--- config.mk ---
export PLATFORM = sky130hd
export DESIGN_NAME = fpdiv
export DESIGN_NICKNAME = d
export VERILOG_FILES = /design/src/rtl/fpdiv.sv
export SDC_FILE = /design/constraint.sdc
export NUM_CORES = 1
export LEC_CHECK = 0
export ABC_AREA = 1
export BUFFER_PORTS_ARGS = -buffer_cell sky130_fd_sc_hd__buf_2
export CORE_ASPECT_RATIO = 1.2
export CORE_UTILIZATION = 60
export DETAILED_ROUTE_END_ITERATION = 8
export PLACE_DENSITY_LB_ADDON = 0.2
export RECOVER_POWER = 50
export SLEW_MARGIN = 30
export SYNTH_ARGS = -nofsm -noshare
export SYNTH_HDL_FRONTEND = slang
export SYNTH_SLANG_ARGS = --single-unit
--- constraint.sdc ---
create_clock -name CLOCK -period 3.3 [get_ports CLOCK]
set_input_delay 0.33 -clock CLOCK [delete_from_list [all_inputs] [get_ports CLOCK]]
set_output_delay 0.33 -clock CLOCK [all_outputs]
set_load 0.005 [all_outputs]
--- src/rtl/fpdiv.sv ---
// Multi-cycle binary32 divider: operands captured after reset release, 26-step restoring
// mantissa division, round-to-nearest-even, result held with DONE until the next reset.
module fpdiv (
    input  logic        CLOCK,
    input  logic        RESET,
    input  logic [31:0] InputA,
    input  logic [31:0] InputB,
    output logic [31:0] AbyB,
    output logic        DONE,
    output logic [1:0]  EXCEPTION
);

    localparam logic [31:0] QNAN      = 32'h7FC0_0000;
    localparam logic [1:0]  EXC_NONE  = 2'b00;
    localparam logic [1:0]  EXC_DIVZ  = 2'b01;
    localparam logic [1:0]  EXC_INV   = 2'b10;
    localparam logic [1:0]  EXC_RANGE = 2'b11;
    localparam logic [4:0]  LAST_ITER = 5'd25;

    typedef enum logic [1:0] {StLoad, StDivide, StFinish, StHold} state_e;

    state_e state_q, state_d;

    // Operand fields and classification, only meaningful in StLoad
    logic        sign_a, sign_b, res_sign;
    logic [7:0]  exp_a, exp_b;
    logic [22:0] frac_a, frac_b;
    logic        zero_a, zero_b, inf_a, inf_b, nan_a, nan_b;

    assign sign_a   = InputA[31];
    assign sign_b   = InputB[31];
    assign exp_a    = InputA[30:23];
    assign exp_b    = InputB[30:23];
    assign frac_a   = InputA[22:0];
    assign frac_b   = InputB[22:0];
    assign res_sign = sign_a ^ sign_b;

    // Exponent 0 covers both zero and denormals, which are flushed to zero
    assign zero_a = (exp_a == 8'd0);
    assign zero_b = (exp_b == 8'd0);
    assign inf_a  = (exp_a == 8'hFF) && (frac_a == 23'd0);
    assign inf_b  = (exp_b == 8'hFF) && (frac_b == 23'd0);
    assign nan_a  = (exp_a == 8'hFF) && (frac_a != 23'd0);
    assign nan_b  = (exp_b == 8'hFF) && (frac_b != 23'd0);

    logic        special;
    logic [31:0] special_res;
    logic [1:0]  special_exc;

    always_comb begin
        special     = 1'b1;
        special_res = QNAN;
        special_exc = EXC_INV;
        if (nan_a || nan_b || (inf_a && inf_b) || (zero_a && zero_b)) begin
            special_res = QNAN;
            special_exc = EXC_INV;
        end else if (inf_a) begin
            special_res = {res_sign, 8'hFF, 23'd0};
            special_exc = EXC_NONE;
        end else if (zero_b) begin
            special_res = {res_sign, 8'hFF, 23'd0};
            special_exc = EXC_DIVZ;
        end else if (inf_b || zero_a) begin
            special_res = {res_sign, 31'd0};
            special_exc = EXC_NONE;
        end else begin
            special = 1'b0;
        end
    end

    // Datapath state
    logic              sign_q, sign_d;
    logic signed [9:0] exp_q, exp_d;
    logic [23:0]       mb_q, mb_d;
    logic [25:0]       rem_q, rem_d;
    logic [25:0]       quo_q, quo_d;
    logic [4:0]        cnt_q, cnt_d;
    logic              special_q, special_d;
    logic [31:0]       spec_res_q, spec_res_d;
    logic [1:0]        spec_exc_q, spec_exc_d;
    logic [31:0]       res_q, res_d;
    logic [1:0]        exc_q, exc_d;
    logic              done_q, done_d;

    // One restoring-division step
    logic        rem_ge;
    logic [25:0] rem_sub;
    logic [25:0] rem_step;
    logic [25:0] quo_step;

    assign rem_ge   = rem_q >= {2'b00, mb_q};
    assign rem_sub  = rem_q - {2'b00, mb_q};
    assign rem_step = {(rem_ge ? rem_sub[24:0] : rem_q[24:0]), 1'b0};
    assign quo_step = {quo_q[24:0], rem_ge};

    // Normalize, round, range-check and pack
    logic              sticky, guard, rnd, round_up;
    logic [23:0]       mant_pre;
    logic [24:0]       mant_sum;
    logic [22:0]       frac_fin;
    logic signed [9:0] exp_pre, exp_fin;
    logic [31:0]       norm_res;
    logic [1:0]        norm_exc;

    always_comb begin
        sticky = |rem_q;
        if (quo_q[25]) begin
            mant_pre = quo_q[25:2];
            guard    = quo_q[1];
            rnd      = quo_q[0];
            exp_pre  = exp_q;
        end else begin
            mant_pre = quo_q[24:1];
            guard    = quo_q[0];
            rnd      = 1'b0;
            exp_pre  = exp_q - 10'sd1;
        end
        round_up = guard & (rnd | sticky | mant_pre[0]);
        mant_sum = {1'b0, mant_pre} + {24'd0, round_up};
        // Carry-out only happens from all-ones, so the shifted fraction is zero
        if (mant_sum[24]) begin
            frac_fin = mant_sum[23:1];
            exp_fin  = exp_pre + 10'sd1;
        end else begin
            frac_fin = mant_sum[22:0];
            exp_fin  = exp_pre;
        end
        if (exp_fin >= 10'sd255) begin
            norm_res = {sign_q, 8'hFF, 23'd0};
            norm_exc = EXC_RANGE;
        end else if (exp_fin <= 10'sd0) begin
            norm_res = {sign_q, 31'd0};
            norm_exc = EXC_RANGE;
        end else begin
            norm_res = {sign_q, exp_fin[7:0], frac_fin};
            norm_exc = EXC_NONE;
        end
    end

    // FSM: state register
    always_ff @(posedge CLOCK or negedge RESET) begin
        if (!RESET) begin
            state_q <= StLoad;
        end else begin
            state_q <= state_d;
        end
    end

    // FSM: next state
    always_comb begin
        state_d = state_q;
        unique case (state_q)
            StLoad:   state_d = special ? StFinish : StDivide;
            StDivide: if (cnt_q == LAST_ITER) state_d = StFinish;
            StFinish: state_d = StHold;
            StHold:   state_d = StHold;
        endcase
    end

    // Datapath next state
    always_comb begin
        sign_d     = sign_q;
        exp_d      = exp_q;
        mb_d       = mb_q;
        rem_d      = rem_q;
        quo_d      = quo_q;
        cnt_d      = cnt_q;
        special_d  = special_q;
        spec_res_d = spec_res_q;
        spec_exc_d = spec_exc_q;
        res_d      = res_q;
        exc_d      = exc_q;
        done_d     = done_q;
        unique case (state_q)
            StLoad: begin
                sign_d     = res_sign;
                exp_d      = $signed({2'b00, exp_a}) - $signed({2'b00, exp_b}) + 10'sd127;
                mb_d       = {1'b1, frac_b};
                rem_d      = {2'b00, 1'b1, frac_a};
                quo_d      = '0;
                cnt_d      = '0;
                special_d  = special;
                spec_res_d = special_res;
                spec_exc_d = special_exc;
            end
            StDivide: begin
                rem_d = rem_step;
                quo_d = quo_step;
                cnt_d = cnt_q + 5'd1;
            end
            StFinish: begin
                res_d  = special_q ? spec_res_q : norm_res;
                exc_d  = special_q ? spec_exc_q : norm_exc;
                done_d = 1'b1;
            end
            StHold: begin
            end
        endcase
    end

    always_ff @(posedge CLOCK or negedge RESET) begin
        if (!RESET) begin
            sign_q     <= 1'b0;
            exp_q      <= '0;
            mb_q       <= '0;
            rem_q      <= '0;
            quo_q      <= '0;
            cnt_q      <= '0;
            special_q  <= 1'b0;
            spec_res_q <= '0;
            spec_exc_q <= '0;
            res_q      <= '0;
            exc_q      <= '0;
            done_q     <= 1'b0;
        end else begin
            sign_q     <= sign_d;
            exp_q      <= exp_d;
            mb_q       <= mb_d;
            rem_q      <= rem_d;
            quo_q      <= quo_d;
            cnt_q      <= cnt_d;
            special_q  <= special_d;
            spec_res_q <= spec_res_d;
            spec_exc_q <= spec_exc_d;
            res_q      <= res_d;
            exc_q      <= exc_d;
            done_q     <= done_d;
        end
    end

    // FSM: outputs, all registered so they change together
    always_comb begin
        AbyB      = res_q;
        DONE      = done_q;
        EXCEPTION = exc_q;
    end

endmodule

# After elaboration in Yosys (flattened, before gate mapping)
# Index checks and enable logic that the tools add are counted.
# Widths: inputs -> output; s select.
[word_totals] ff_bits=164 out_inout_bits=35 word_cells=85
[classes] addsub=7 order_cmp=3 n_eq_ne=7 muxes=31 n_bitwise=4 n_reduce_logical=20
[op_table] op="$mux 32" count=5
[op_table] op="$pmux 26 s2" count=2
[op_table] op="$mux 31" count=2
[op_table] op="$logic_not 23->1" count=2
[op_table] op="$reduce_bool 23->1" count=2
[op_table] op="$ge 26x24->1" count=1
[op_table] op="$reduce_or 26->1" count=1
[op_table] op="$add 24x1->25" count=1
[op_table] op="$mux 25" count=1
[op_table] op="$sub 25x24->25" count=1
[op_table] op="$mux 24" count=1
[op_table] op="$mux 23" count=1
[op_table] op="$mux 10" count=2
[op_table] op="$mux 2" count=9
[op_table] op="$eq 8x8->1 const B" count=2
[op_table] op="$logic_not 8->1" count=2
[op_table] op="$add 10x2->10 const B" count=1
[op_table] op="$add 9x8->10 const B" count=1
[op_table] op="$ge 10x9->1 const B" count=1
[op_table] op="$le 10x1->1 const B" count=1
[op_table] op="$pmux 5 s2" count=1
[op_table] op="$sub 10x2->10 const B" count=1
[op_table] op="$sub 8x8->9" count=1
[op_table] op="$logic_and 1x1->1" count=6
[op_table] op="14 further kinds" count=24

# Logic depth before layout (Yosys ltp)
[logic_depth] word_depth=10 depth_mapped=24 mapped_depth_nobuf=20

# Least setup slack after synthesis
# OpenSTA, ideal clock, no wires.
[synth_timing] kind="flip-flop to flip-flop" from="reg quo_q[25]" to="reg res_q[12], in the netlist AbyB[12]" t_arrival_ps=2830 required_ps=3177 path_slack_ps=347 stages_incl_launch_ff=23 synth_period_minus_slack_ps=2953 path_cell_list="dfrtp_1 -> buf_6 -> buf_6 -> buf_6 -> nand2_1 -> o21ai_1 -> nand2_1 -> inv_1 -> ha_1 -> nand3_1 -> nor2_1 -> nand3_2 -> nor2_2 -> nand2_2 -> nor2_2 -> nand3_1 -> nand2_1 -> nand3_2 -> nor2_1 -> nor2_4 -> nand3_4 -> buf_6 -> o21ai_2"
[synth_between] elab_chain_cells=10
[synth_rtl] element="start, declared" line="76" rtl="logic [25:0] quo_q, quo_d;"
[synth_rtl] element="start signal, assigned" line="220" rtl="quo_q <= quo_d;"
[synth_rtl] element="$mux 1" line="107" rtl="if (quo_q[25]) begin"
[synth_rtl] element="$or 1x1->1 (2 in a row)" line="118" rtl="round_up = guard & (rnd | sticky | mant_pre[0]);"
[synth_rtl] element="$and 1x1->1" line="118"
[synth_rtl] element="$add 24x1->25" line="119" rtl="mant_sum = {1'b0, mant_pre} + {24'd0, round_up};"
[synth_rtl] element="$mux 10" line="121" rtl="if (mant_sum[24]) begin"
[synth_rtl] element="$le 10x1->1" line="131" rtl="end else if (exp_fin <= 10'sd0) begin"
[synth_rtl] element="$mux 31" line="131"
[synth_rtl] element="$mux 31 *" line="128" rtl="if (exp_fin >= 10'sd255) begin"
[synth_rtl] element="$mux 32 *" line="192" rtl="res_d = special_q ? spec_res_q : norm_res;"
[synth_rtl] element="end signal, assigned" line="225" rtl="res_q <= res_d;"
[synth_rtl] element="end, declared" line="81" rtl="logic [31:0] res_q, res_d;"
# Every way passes the cells marked *; elsewhere a longest branch is shown, timed or not.
# A chain may end at the register's enable or synchronous reset.

# Worst setup path after layout
[layout_timing] from="reg quo_q[25]" to="reg res_q[7], in the netlist AbyB[7]"
# Same word-level chain as after synthesis.

==> flow_metrics.tcl <==
set metrics [dict create \
    status "finished, violations left" \
    violations "max-capacitance violations, max-slew violations" \
    finalCritPeriodShare_pct 92.1 \
    synth-main-ff-cell "dfrtp_1" \
    slew_headroom_pct -32.9 \
    final_cells 1626 \
    final_cell_mix "344 x nand2_1, 155 x inv_1, 133 x dfrtp_1" \
    ys_seq_area_share_pct 35.7 \
    power_density_mw_per_mm2 355 \
    seqPwrFrac_pct 43.4 \
    power.total_mw 3.80 \
    p_comb_share_pct 5.6 \
    maxCapViolCount 1 \
    rsz0062_at_grt "no" \
    first_pass_iters 6 \
    num_antenna_cells 0 \
    cts_max_level 4 \
    min_to "mb_q[12]" \
    dp_hpwl_mm 17.7 \
    core_mm2 0.0151 \
    avgSynthCellArea_um2 7.19 \
    cp_slowest_cell "dfrtp_2" \
    cts_root_buf "clkbuf_16" \
    grt_usage_pct 30.6 \
    critPathLaunch "quo_q[25]" \
    crit_chain "buf_4, o21ai_1, ha_1, nand3_1, nor2_1, nand3_2, nor3_4, nand4_2, clkinv_1, nand3_1, nand2_2, inv_2, nor2_4, nand3_4, buf_12, o21ai_2" \
    antenna_found_initial 0 \
    fin_nets 1516 \
    mostFrequentLayoutCell "nand2_1" \
    fin_setup_tns_ns 0 \
    p_int_mw 2.96 \
    die_y_um 139 \
    grt_max_degree 81 \
    drive_above_1_share_pct 13.3 \
    cts_num_sinks 134 \
    clock_latency_ns 0.42 \
    startpoint_type "flip-flop" \
    p_leak_nw 5.30 \
    fp-row-count 49 \
    tightest_slew_ns 1.99 \
    endpoint_kind "flip-flop" \
    regToRegStartpoint "quo_q[25]" \
    placed_cells 1590 \
    ant_nets 0 \
    cts_max_path_buffers 2 \
    slew_viol_final 81 \
    r2r_end "AbyB[7]" \
    cpPeakStageDelay_ns 0.47 \
    grt_pass1_wl_mm 39.3 \
    portBuffers 100 \
    hp-class "in2reg" \
    cp.required_ns 3.64 \
    peakVddDrop_mv 0.331 \
    whs_path_depth 3 \
    setup_viol 0 \
    hold_slack_ns 0.128 \
    via_count 8949 \
    die_w_um 116 \
    min_from "InputB[12]" \
    dieArea_mm2 0.0162 \
    syn_area_mm2 0.00940 \
    synthArstFlopShare_pct 100 \
    rrSetupSlack_ns 0.26 \
    wire_per_inst_um 14.3 \
    ys_warn_count 0 \
    worst-setup-path-type "reg2reg" \
    p_sw_share_pct 22.1 \
    syn-num-nets 1413 \
    numCtsBuffers 17 \
    power.switching_mw 0.839 \
    max_freq_mhz 329 \
    synthToLayoutAreaGrowth_pct 13.9 \
    cts_tree "built" \
    skew_ns 0.00946 \
    overflow 0 \
    r2r_cells 16 \
    detail_route.iter0.violations 513 \
    cts.clk_slew.worst_paths_ns 0.06 \
    synthesis.instances 1307 \
    synth.distinct_cells 50 \
    drc 0 \
    io_pins 101 \
    yosys_register_bits 134 \
    hold_viol_final 0 \
    clockPowerShare_pct 51.0 \
    drt-total-wl_mm 23.3 \
    period_needed_ns 3.04 \
    avgViaCountPerCell 5.50 \
    place_congestion 0.979 \
    synth_edf_count 0 \
    arrival_ns 3.38 \
    worst_path_most_repeated_cell "nand3_1" \
    initial_utilization_pct 62.1 \
    grt_pass1_vias 8530 \
    crit_path_max_fanout 12 \
    final_core_util_pct 70.7 \
]
## per-layer routing
| layer | vias to the layer above | global-route usage [%] | wire (µm) |
|---|---|---|---|
| met3 | 55 | 4.98 | 706 |
| met1 | 4115 | 37.1 | 9970 |
| met2 | 222 | 53.0 | 11800 |
| li1 | 4557 | - | - |
| met5 | - | 0 | 0 |
| met4 | 0 | 12.9 | 804 |
## worst max path at each step
stage	end	cells after the start	slack [ns]
3_3_place_gp	AbyB[2]	17	0.24
3_5_place_dp	AbyB[1]	15	0.12
4_1_cts	AbyB[1]	15	0.08
5_1_grt	rem_q[3]	16	0.003
2_1_floorplan	AbyB[12]	22	0.35
6_report	AbyB[7]	16	0.26
## synthesized netlist by cell type (2+ instances only)
cell | count | share of area, %
a31oi_1 | 3 | 0.20
clkbuf_1 | 27 | 1.1
nand3b_1 | 2 | 0.16
or2_2 | 4 | 0.27
nor4_1 | 26 | 1.7
nor2_2 | 8 | 0.53
nand4_1 | 18 | 1.2
o21ai_2 | 23 | 2.1
o22ai_1 | 30 | 2.0
clkinv_1 | 2 | 0.080
xnor2_1 | 13 | 1.2
ha_1 | 38 | 5.1
inv_1 | 155 | 6.2
a22oi_1 | 23 | 1.8
a211oi_1 | 3 | 0.24
xor2_1 | 30 | 2.8
o211ai_1 | 6 | 0.48
a21oi_1 | 75 | 4.0
nand3_1 | 56 | 3.0
buf_1 | 3 | 0.12
fa_1 | 2 | 0.43
dfrtp_1 | 134 | 36
nand3_2 | 4 | 0.43
a21o_1 | 5 | 0.40
inv_2 | 7 | 0.28
nand2_2 | 12 | 0.80
buf_6 | 8 | 0.96
o31ai_1 | 2 | 0.16
o21ai_1 | 7 | 0.37
nor2_1 | 98 | 3.9
nor3_1 | 14 | 0.75
nand2_1 | 344 | 14
nor2_4 | 2 | 0.24
and3_1 | 2 | 0.13
and2_1 | 2 | 0.13
o21bai_1 | 4 | 0.32
o21ai_0 | 102 | 5.4
## power groups by stage
stage / combinational [mW] / clock [mW] / sequential [mW]
4_1_cts: 0.217 / 1.96 / 1.65
3_5_place_dp: 0.215 / 0 / 1.68
6_report: 0.214 / 1.94 / 1.65
3_3_place_gp: 0.213 / 0 / 1.68
5_1_grt: 0.246 / 2.04 / 1.65
2_1_floorplan: 0.108 / 0 / 1.68
## final cells by class
class	instances	area [µm²]
Clock buffer	22	474
Inverter	164	616
Multi-Input combinational cell	969	5210
Clock inverter	9	125
Sequential cell	134	3350
Tap cell	204	255
Fill cell	1338	4440
Timing Repair Buffer	124	664
## registers in the layout, summed over array words and instances, names as in the netlist, 2 cells and up
| register | cells |
|---|---|
| mb_q | 24 |
| rem_q | 26 |
| quo_q | 26 |
| exp_q | 10 |
| spec_res_q | 3 |
| cnt_q | 5 |
| state_q | 2 |
| EXCEPTION | 2 |
| AbyB | 32 |
## logic make-up after synthesis
logic type | count (synthesis) | share of synthesized area, %
AOI/OAI and AO/OA | 286 | 17.9
xor gates and xnor gates | 43 | 4.01
DFF | 134 | 35.7
adders and majority gates | 40 | 5.49
and+or+nand+nor | 598 | 27.8
buffers and inverters | 206 | 9.21
## worst max-delay path: cells and delay by family, from the launching register on
kind / cells / cell delay (ns)
AND/OR/NAND/NOR: 9 / 1.44
buffers and inverters: 4 / 0.51
flip-flops: 1 / 0.47
AO/OA/AOI/OAI: 2 / 0.30
adder cells (fa/ha/maj): 1 / 0.23
## metrics by stage
| step | cell area (µm²) | setup WS [ns] |
|---|---|---|
| 5_1_grt | 10700 | 0.00265 |
| 3_5_place_dp | 10100 | 0.119 |
| 6_report | 10700 | 0.259 |
| 4_1_cts | 10700 | 0.0776 |
| 2_1_floorplan | 9400 | 0.347 |
| 3_3_place_gp | 10100 | 0.245 |
## repair_timing
item / in CTS / in global routing
setup buffers: 0 / 2
setup endpoints to repair: 0 / 29
hold endpoints to repair: 73 / 0
hold buffers: 1 / 0
gates resized for setup: 0 / 5
Note: power is estimated with default switching activity, not from simulation.
